### config.mk
export PLATFORM = sky130hd
export DESIGN_NAME = prog_loader
export DESIGN_NICKNAME = d
export VERILOG_FILES = /design/src/rtl/prog_loader_pkg.sv /design/src/rtl/loader_checksum.sv /design/src/rtl/prog_loader.sv
export SDC_FILE = /design/constraint.sdc
export NUM_CORES = 1
export LEC_CHECK = 0
export CELL_PAD_IN_SITES_DETAIL_PLACEMENT = 0
export CELL_PAD_IN_SITES_GLOBAL_PLACEMENT = 1
export CORE_UTILIZATION = 39
export CTS_CLUSTER_DIAMETER = 40
export DETAILED_ROUTE_END_ITERATION = 7
export PLACE_DENSITY_LB_ADDON = 0.1
export SLEW_MARGIN = 20
export SYNTH_ARGS = -nofsm -noshare
export SYNTH_HDL_FRONTEND = slang
export SYNTH_SLANG_ARGS = --single-unit
### constraint.sdc
create_clock -name clk -period 2.7 [get_ports clk]
set_input_delay 0.27 -clock clk [delete_from_list [all_inputs] [get_ports clk]]
set_output_delay 0.27 -clock clk [all_outputs]
set_load 0.05 [all_outputs]
### src/rtl/prog_loader_pkg.sv
// Shared types and widths for the byte-serial program loader.
// Latency: n/a (declarations only).
// Backpressure: n/a (declarations only).
package prog_loader_pkg;

    localparam int INSTR_W = 9;   // machine code word width
    localparam int COUNT_W = 12;  // width of the frame word count field
    localparam int BYTE_W  = 8;   // frame byte width

    typedef enum logic [3:0] {
        IDLE,
        CNT_LO,
        CNT_HI,
        INS_LO,
        INS_HI,
        CHK,
        START,
        RUN,
        ERR
    } ldr_state_t;

    // States in which the loader is consuming frame bytes.
    function automatic logic in_frame(input ldr_state_t s);
        return (s == CNT_LO) || (s == CNT_HI) || (s == INS_LO) ||
               (s == INS_HI) || (s == CHK);
    endfunction

endpackage

### src/rtl/loader_checksum.sv
// Running 8-bit XOR of accepted frame bytes; ports: clk, rst, clr, en, din -> sum.
// Latency: sum reflects a byte one cycle after en; clr wins over en.
// Backpressure: none; the caller decides which bytes are folded in.
module loader_checksum
    import prog_loader_pkg::*;
(
    input  logic              clk,
    input  logic              rst,
    input  logic              clr,
    input  logic              en,
    input  logic [BYTE_W-1:0] din,
    output logic [BYTE_W-1:0] sum
);

    logic [BYTE_W-1:0] sum_d;
    logic [BYTE_W-1:0] sum_q;

    always_comb begin
        sum_d = sum_q;
        if (clr) begin
            sum_d = '0;
        end else if (en) begin
            sum_d = sum_q ^ din;
        end
    end

    always_ff @(posedge clk or posedge rst) begin
        if (rst) begin
            sum_q <= '0;
        end else begin
            sum_q <= sum_d;
        end
    end

    assign sum = sum_q;

endmodule

### src/rtl/prog_loader.sv
// Loads a checksummed byte frame into instruction memory, then starts the core and waits for done.
// Latency: write strobe 1 cycle after INS_HI accept; core_start 1 cycle after a matching CHK accept.
// Backpressure: in_ready high only while a frame is being parsed; the source holds its byte otherwise.
// Ports: clk/reset; load_req; in_data/in_valid/in_ready byte stream; im_wr_* memory write port;
//        core_reset/core_start/core_done core control; busy/error/loaded_count status.
module prog_loader
    import prog_loader_pkg::*;
#(
    parameter int D         = 12,
    parameter int MAX_WORDS = 128
) (
    input  logic               clk,
    input  logic               reset,
    input  logic               load_req,
    input  logic [BYTE_W-1:0]  in_data,
    input  logic               in_valid,
    output logic               in_ready,
    output logic               im_wr_en,
    output logic [D-1:0]       im_wr_addr,
    output logic [INSTR_W-1:0] im_wr_data,
    output logic               core_reset,
    output logic               core_start,
    input  logic               core_done,
    output logic               busy,
    output logic               error,
    output logic [D-1:0]       loaded_count
);

    ldr_state_t         state_d, state_q;
    logic               in_ready_d, in_ready_q;
    logic               im_wr_en_d, im_wr_en_q;
    logic [D-1:0]       im_wr_addr_d, im_wr_addr_q;
    logic [INSTR_W-1:0] im_wr_data_d, im_wr_data_q;
    logic               core_reset_d, core_reset_q;
    logic               core_start_d, core_start_q;
    logic               busy_d, busy_q;
    logic               error_d, error_q;
    logic [D-1:0]       loaded_count_d, loaded_count_q;
    logic [D-1:0]       index_d, index_q;
    logic [COUNT_W-1:0] count_d, count_q;
    logic [BYTE_W-1:0]  cnt_lo_d, cnt_lo_q;
    logic [BYTE_W-1:0]  ins_lo_d, ins_lo_q;

    logic               accept;
    logic               start_load;
    logic [COUNT_W-1:0] cnt_word;
    logic [D-1:0]       index_inc;
    logic [BYTE_W-1:0]  chk_sum;

    assign accept     = in_valid && in_ready_q;
    // load_req is only honoured outside an active frame.
    assign start_load = load_req && ((state_q == IDLE) || (state_q == RUN) || (state_q == ERR));
    assign cnt_word   = {in_data[3:0], cnt_lo_q};
    assign index_inc  = index_q + D'(1);

    // The CHK byte itself is compared, never folded in.
    loader_checksum u_checksum (
        .clk (clk),
        .rst (reset),
        .clr (start_load),
        .en  (accept && (state_q != CHK)),
        .din (in_data),
        .sum (chk_sum)
    );

    always_comb begin
        state_d        = state_q;
        im_wr_en_d     = 1'b0;
        im_wr_addr_d   = im_wr_addr_q;
        im_wr_data_d   = im_wr_data_q;
        core_reset_d   = core_reset_q;
        core_start_d   = 1'b0;
        busy_d         = busy_q;
        error_d        = error_q;
        loaded_count_d = loaded_count_q;
        index_d        = index_q;
        count_d        = count_q;
        cnt_lo_d       = cnt_lo_q;
        ins_lo_d       = ins_lo_q;

        if (start_load) begin
            // Covers IDLE, RUN and ERR; load_req beats core_done in RUN.
            state_d        = CNT_LO;
            error_d        = 1'b0;
            index_d        = '0;
            loaded_count_d = '0;
            core_reset_d   = 1'b1;
            busy_d         = 1'b1;
        end else begin
            case (state_q)
                CNT_LO: if (accept) begin
                    cnt_lo_d = in_data;
                    state_d  = CNT_HI;
                end
                CNT_HI: if (accept) begin
                    count_d = cnt_word;
                    if ((in_data[7:4] != 4'h0) || (int'(cnt_word) > MAX_WORDS)) begin
                        state_d = ERR;
                    end else if (cnt_word == '0) begin
                        state_d = CHK;
                    end else begin
                        state_d = INS_LO;
                    end
                end
                INS_LO: if (accept) begin
                    ins_lo_d = in_data;
                    state_d  = INS_HI;
                end
                INS_HI: if (accept) begin
                    if (in_data[7:1] != 7'h00) begin
                        state_d = ERR;
                    end else begin
                        im_wr_en_d     = 1'b1;
                        im_wr_addr_d   = index_q;
                        im_wr_data_d   = {in_data[0], ins_lo_q};
                        index_d        = index_inc;
                        loaded_count_d = loaded_count_q + D'(1);
                        state_d        = (int'(index_inc) == int'(count_q)) ? CHK : INS_LO;
                    end
                end
                CHK: if (accept) begin
                    state_d = (in_data == chk_sum) ? START : ERR;
                end
                START:   state_d = RUN;
                RUN:     if (core_done) state_d = IDLE;
                IDLE:    state_d = IDLE;
                ERR:     state_d = ERR;
                default: state_d = IDLE;
            endcase
        end

        // Outputs are registered against the state being entered.
        if (state_d == ERR) begin
            error_d      = 1'b1;
            core_reset_d = 1'b1;
            busy_d       = 1'b0;
        end
        if (state_d == START) begin
            core_start_d = 1'b1;
            core_reset_d = 1'b0;
            busy_d       = 1'b0;
        end
        in_ready_d = in_frame(state_d);
    end

    always_ff @(posedge clk or posedge reset) begin
        if (reset) begin
            state_q        <= IDLE;
            in_ready_q     <= 1'b0;
            im_wr_en_q     <= 1'b0;
            im_wr_addr_q   <= '0;
            im_wr_data_q   <= '0;
            core_reset_q   <= 1'b1;
            core_start_q   <= 1'b0;
            busy_q         <= 1'b0;
            error_q        <= 1'b0;
            loaded_count_q <= '0;
            index_q        <= '0;
            count_q        <= '0;
            cnt_lo_q       <= '0;
            ins_lo_q       <= '0;
        end else begin
            state_q        <= state_d;
            in_ready_q     <= in_ready_d;
            im_wr_en_q     <= im_wr_en_d;
            im_wr_addr_q   <= im_wr_addr_d;
            im_wr_data_q   <= im_wr_data_d;
            core_reset_q   <= core_reset_d;
            core_start_q   <= core_start_d;
            busy_q         <= busy_d;
            error_q        <= error_d;
            loaded_count_q <= loaded_count_d;
            index_q        <= index_d;
            count_q        <= count_d;
            cnt_lo_q       <= cnt_lo_d;
            ins_lo_q       <= ins_lo_d;
        end
    end

    assign in_ready     = in_ready_q;
    assign im_wr_en     = im_wr_en_q;
    assign im_wr_addr   = im_wr_addr_q;
    assign im_wr_data   = im_wr_data_q;
    assign core_reset   = core_reset_q;
    assign core_start   = core_start_q;
    assign busy         = busy_q;
    assign error        = error_q;
    assign loaded_count = loaded_count_q;

endmodule

# --- After elaboration in Yosys (flattened, before gate mapping) ---
# Index checks and enable logic that the tools add are counted.
word_totals:
  register_bits: 91
  in_bits: 13
  elab_cells: 99
op_classes:
  n_addsub: 2
  magnitude_cmp: 1
  n_eq_ne: 19
  mux: 35
  bitwise: 3
  reduce_logical: 24
ops:
  columns: ["operator", "n"]
  rows:
  - ["2-to-1 mux 12 bit", 8]
  - ["2-to-1 mux 4 bit", 10]
  - ["one-hot mux 4 bit (8 select lines)", 1]
  - ["== test 4 x 3 -> 1 bit (second input constant)", 7]
  - ["adder 12 x 1 -> 12 bit (second input constant)", 2]
  - ["== test 4 x 2 -> 1 bit (second input constant)", 4]
  - ["2-to-1 mux 8 bit", 2]
  - ["== test 12 bit", 1]
  - ["> comparator 12 x 8 -> 1 bit (second input constant)", 1]
  - ["zero test 12 bit", 1]
  - ["2-to-1 mux 1 bit", 12]
  - ["AND reduction 3 bit", 4]
  - ["== test 4 x 1 -> 1 bit (second input constant)", 2]
  - ["== test 4 bit (second input constant)", 2]
  - ["== test 8 bit", 1]
  - ["nonzero test 2 bit", 4]
  - ["bitwise XOR 8 bit", 1]
  - ["logical OR 1 bit", 7]
  - ["nonzero test 7 bit", 1]
  - ["2-to-1 mux 3 bit", 2]
  - ["zero test 4 bit", 1]
  - ["inequality test 4 x 3 -> 1 bit (second input constant)", 1]
  - ["AND reduction 4 bit", 1]
  - ["nonzero test 4 bit", 1]
  - ["4 further kinds", 7]

# --- Longest topological paths before layout ---
# Gate-level depths: netlist of the first run.
logic_depth:
  depth_word: 12
  mapped_depth: 8

# --- Modules after synthesis ---
# A second synthesis of the first run with hierarchy kept.
unflattened:
  hier_cells: 449
  hier_area_um2: 4575.6
modules_own_cells:
  columns: ["mod", "instances", "cells_per_inst", "area_per_inst_um2"]
  rows:
  - ["prog_loader", 1, 413, 4165.2]
  - ["loader_checksum", 1, 36, 410.4]

# --- Least setup slack after synthesis of the first run ---
# Ideal clock, no wire load.
synth_path:
  path_kind: "reg2reg"
  startpoint: "register in_ready_q (netlist: in_ready)"
  endpoint: "register in_ready_q (netlist: in_ready)"
  setup_ps: 131
  arrival_ps: 1841
  required_ps: 2569
  slack_ps: 728
  path_stages_with_launch: 7
  path_cell_list: "dfrtp_1 -> and2_1 -> clkbuf_1 -> nand4_1 -> nor4_1 -> o21ai_0 -> mux2i_1"
synth_via:
  elab_chain_cells: 9
  elab_cells_between_ends: 17
  classes_between: "5 x eq/ne; 7 x mux; 5 x reduce/logical"
synth_lines:
  columns: ["element", "line", "text"]
  rows:
  - ["from (decl)", "prog_loader.sv:30", "logic in_ready_d, in_ready_q;"]
  - ["from (signal assigned)", "prog_loader.sv:164", "in_ready_q <= in_ready_d;"]
  - ["logical AND 1 bit (*)", "prog_loader.sv:50", "assign accept = in_valid && in_ready_q;"]
  - ["2-to-1 mux 4 bit (on tied branches)", null, null]
  - ["one-hot mux 4 bit (8 select lines) (*)", "prog_loader.sv:90", "case (state_q)"]
  - ["2-to-1 mux 4 bit (*)", "prog_loader.sv:81", "if (start_load) begin"]
  - ["== test 4 x 1 -> 1 bit / == test 4 x 2 -> 1 bit (equally long branches)", "prog_loader_pkg.sv:24", "return (s == CNT_LO) || (s == CNT_HI) || (s == INS_LO) ||"]
  - ["logical OR 1 bit (3 in a row)", "prog_loader_pkg.sv:24", null]
  - ["logical OR 1 bit (*)", "prog_loader_pkg.sv:25", "(s == INS_HI) || (s == CHK);"]
  - ["named net in_ready_d", "prog_loader.sv:30", null]
# The timed path passes the listed nets; every way through them passes the cells marked *.
# A chain may end at the register's enable or synchronous reset.

# --- Worst setup path in the final report of the first run ---
layout_path:
  startpoint: "register index_q[1]"
  endpoint: "register state_q[1]"
layout_via:
  elab_chain_cells: 7
layout_lines:
  columns: ["element", "line", "text"]
  rows:
  - ["from (decl)", "prog_loader.sv:39", "logic [D-1:0] index_d, index_q;"]
  - ["from (signal assigned)", "prog_loader.sv:173", "index_q <= index_d;"]
  - ["adder 12 x 1 -> 12 bit", "prog_loader.sv:54", "assign index_inc = index_q + D'(1);"]
  - ["== test 12 bit", "prog_loader.sv:118", "state_d = (int'(index_inc) == int'(count_q)) ? CHK : INS_LO;"]
  - ["2-to-1 mux 3 bit", "prog_loader.sv:118", null]
  - ["2-to-1 mux 4 bit", "prog_loader.sv:110", "if (in_data[7:1] != 7'h00) begin"]
  - ["2-to-1 mux 4 bit", "prog_loader.sv:109", "INS_HI: if (accept) begin"]
  - ["one-hot mux 4 bit (8 select lines)", "prog_loader.sv:90", null]
  - ["2-to-1 mux 4 bit", "prog_loader.sv:81", null]
  - ["named net state_d[1]", "prog_loader.sv:29", "ldr_state_t state_d, state_q;"]
  - ["to (signal assigned)", "prog_loader.sv:163", "state_q <= state_d;"]
  - ["to (decl)", "prog_loader.sv:29", null]
# The timed path passes the listed nets, and every way through them passes these cells.

==> results.yml, run 1 <==
floorplan:
  ios: 52
  coreArea_um2: 11000
  die_area_um2: 12000
  fp.dieW_um: 109
  chipHeight_um: 109
  rows: 38
  initial_core_util_pct: 40.8
sta:
  setup_violations: 0
  slew_headroom_pct: 43.7
  maxSlewViolCount: 0
  fin_skew_ns: 0.00517
  finalHoldViolations: 0
  period_needed_ns: 2.36
  worst_pin_slew_ns: 0.837
  holdWs_ns: 0.300
  finalSetupTns_ns: 0
  max_freq_ghz: 0.423
  rsz0062_at_grt: "no"
  period_share_pct: 87.5
  fin_ws_ns: 0.336
critical_path:
  cp.required_ns: 2.90
  crit_fanout: 5
  r2r_slack_ns: 0.34
  arrival_ns: 2.56
  end_kind: "flip-flop"
  worstSetupStartpointType: "flip-flop"
  critPathKind: "flip-flop to flip-flop"
  reg2regPathDepth: 7
finish:
  post-route-util_pct: 50.3
  finalInstanceArea_um2: 5540
  seq_area_um2: 2280
  layout.nets: 535
  multiInputGateArea_um2: 2090
  layout_common_cells: "99 x nand2_1, 90 x dfrtp_1, 51 x clkdlybuf4s50_1"
  final_common_cell: "nand2_1"
  n_antenna_cell: 0
  nFillCells: 1059
  drive_above_1_share_pct: 13.2
  area_delta_synth_final_pct: 23.1
  fin_cells: 664
global_routing:
  grt_pass1_vias: 3552
  gr-total-overflow: 0
  grt_antenna_before_repair: 0
  grt_max_degree: 59
  gr-usage-all-layers_pct: 20.4
  grt_pass1_wl_um: 18300
routing:
  vias_per_cell: 5.32
  drc: 0
  routed_wl_um: 11100
  drt-initial-drc-count: 159
  postRouteAntennaNets: 0
  via_count: 3531
  dr.pass1.iters: 5
  detail_route.wl_per_cell_um: 16.8
clock_tree:
  cts_tree: "yes"
  cts_buffers: 9
  root_buffer: "clkbuf_16"
  h-tree-depth: 3
  cts_sinks: 91
  hold_buffers: 0
  cts_setup_buffers: 0
  clkTransAtPathRegs_ns: 0.06
  clk_path_buf_depth: 2
  clkLatencyLatePin_ns: 0.33
  cts_resized: 0
logic_synthesis:
  syn_area_um2: 4500
  syn_inst: 465
  syn_avg_cell_area_um2: 9.69
  synth-edff-count: 0
  synth-seq-cells: 91
  yosysWarnings: 0
  ys_seq_area_share_pct: 50.6
  ys_types: 49
  async_flop_share_pct: 100
  synthFlopType: "dfrtp_1"
  syn_nets: 480
placed_design:
  dp_hpwl_um: 7740
  place_area_um2: 5260
  routabilityCongestion: 0.785
  io_buffers: 51
  placed_cells: 649
  detailedPlace.worstSlack_ns: 0.117
min_path:
  min_path_type: "input pin to asynchronous set/reset pin"
power_and_ir_drop:
  power_mw: 4.51
  vdd_ir_drop_max_mv: 0.399
  powerDensity_nw_per_um2: 814
  leakagePower_nw: 2.46
status:
  status: "finished clean"
job:
  drv_cap: 0
-- final timing paths --
check	startpoint	end
min in group clk	im_wr_addr[7]	im_wr_addr[7]
setup / recovery	index_q[1]	state_q[1]
max in group asynchronous	reset	cnt_lo_q[4]
hold reg to reg	im_wr_addr[7]	im_wr_addr[7]
hold / removal	reset	state_q[3]
setup reg to reg	index_q[1]	state_q[1]
-- final cells by class --
class | instances | area share, %
Timing Repair Buffer | 70 | 12.5
Clock inverter | 2 | 0.181
Tap cell | 140 | 3.16
Multi-Input combinational cell | 341 | 37.7
Sequential cell | 91 | 41.1
Clock buffer | 13 | 4.87
Inverter | 7 | 0.497
-- cell usage after synthesis, types with 2 or more instances --
library cell  instances  area [um2]
nand2_1              99         372
dfrtp_1              90        2250
nor2_1               34         128
o21ai_0              33         165
mux2_2               28         315
xnor2_1              26         228
xor2_1               16         140
clkbuf_1             15        56.3
nand3_1              11        55.1
nand4_1              10        62.6
a21oi_1               9        45.0
buf_2                 7        35.0
inv_1                 7        26.3
nor4_1                7        43.8
a31oi_1               6        37.5
and3_1                6        37.5
o31ai_1               5        37.5
and4_1                4        35.0
nand2b_1              4        25.0
nor3_1                4        20.0
and2_1                3        18.8
and4b_1               3        30.0
buf_1                 3        11.3
nor2b_1               3        18.8
or3_1                 3        18.8
a211o_1               2        17.5
a22o_1                2        17.5
ha_1                  2        25.0
o211ai_1              2        15.0
o22ai_1               2        12.5
-- routing by layer --
| layer | vias to the layer above | share of wire [%] | routed length, um | global-route usage (%) |
|---|---|---|---|---|
| met4 | 0 | 0.79 | 88 | 5.62 |
| li1 | 1708 | - | - | - |
| met1 | 1763 | 48 | 5340 | 26.7 |
| met3 | 7 | 2.0 | 222 | 4.15 |
| met5 | - | 0 | 0 | 0 |
| met2 | 53 | 49 | 5480 | 34.3 |
-- flip-flops by register name, summed over array words and instances, names as in the netlist --
name and cells:
im_wr_data 9, im_wr_addr 12, cnt_lo_q 8, busy 1, count_q 12, u_checksum.sum 8
error 1, core_reset 1, in_ready 1, index_q 12, im_wr_en 1, state_q 4
ins_lo_q 8, loaded_count 12, core_start 1
-- cell families after synthesis --
group / after synthesis / synth area share [%]
multiplexers: 29 / 7.22
adder cells (fa/ha/maj): 2 / 0.555
flip-flops: 91 / 50.6
AO/OA/AOI/OAI: 70 / 9.50
AND/OR/NAND/NOR: 198 / 21.0
buffers and inverters: 33 / 2.97
XOR/XNOR: 42 / 8.17
-- power by group --
| group | leakage, nW | switching, mW | internal, mW |
|---|---|---|---|
| sequential | 1.21 | 0.232 | 1.66 |
| clock | 0.141 | 0.486 | 0.691 |
| combinational | 1.11 | 0.789 | 0.651 |
| total | 2.46 | 1.51 | 3.01 |
-- worst max-delay path, stage by stage, from the launching register on --
cell and delay [ns]:
dfrtp_1 0.43, ha_1 0.27, and3_1 0.27, xnor2_1 0.15, nor4_1 0.42, nand4_1 0.17
a2111oi_2 0.39, o21ai_0 0.13
No activity file was read; power rests on OpenSTA's default activity.
==> run 2, diff against run 1 <==
- CTS_CLUSTER_SIZE: not set -> 40
==> results of run 2 <==
Final layout, timing and power as in run 1 (identical DEF).
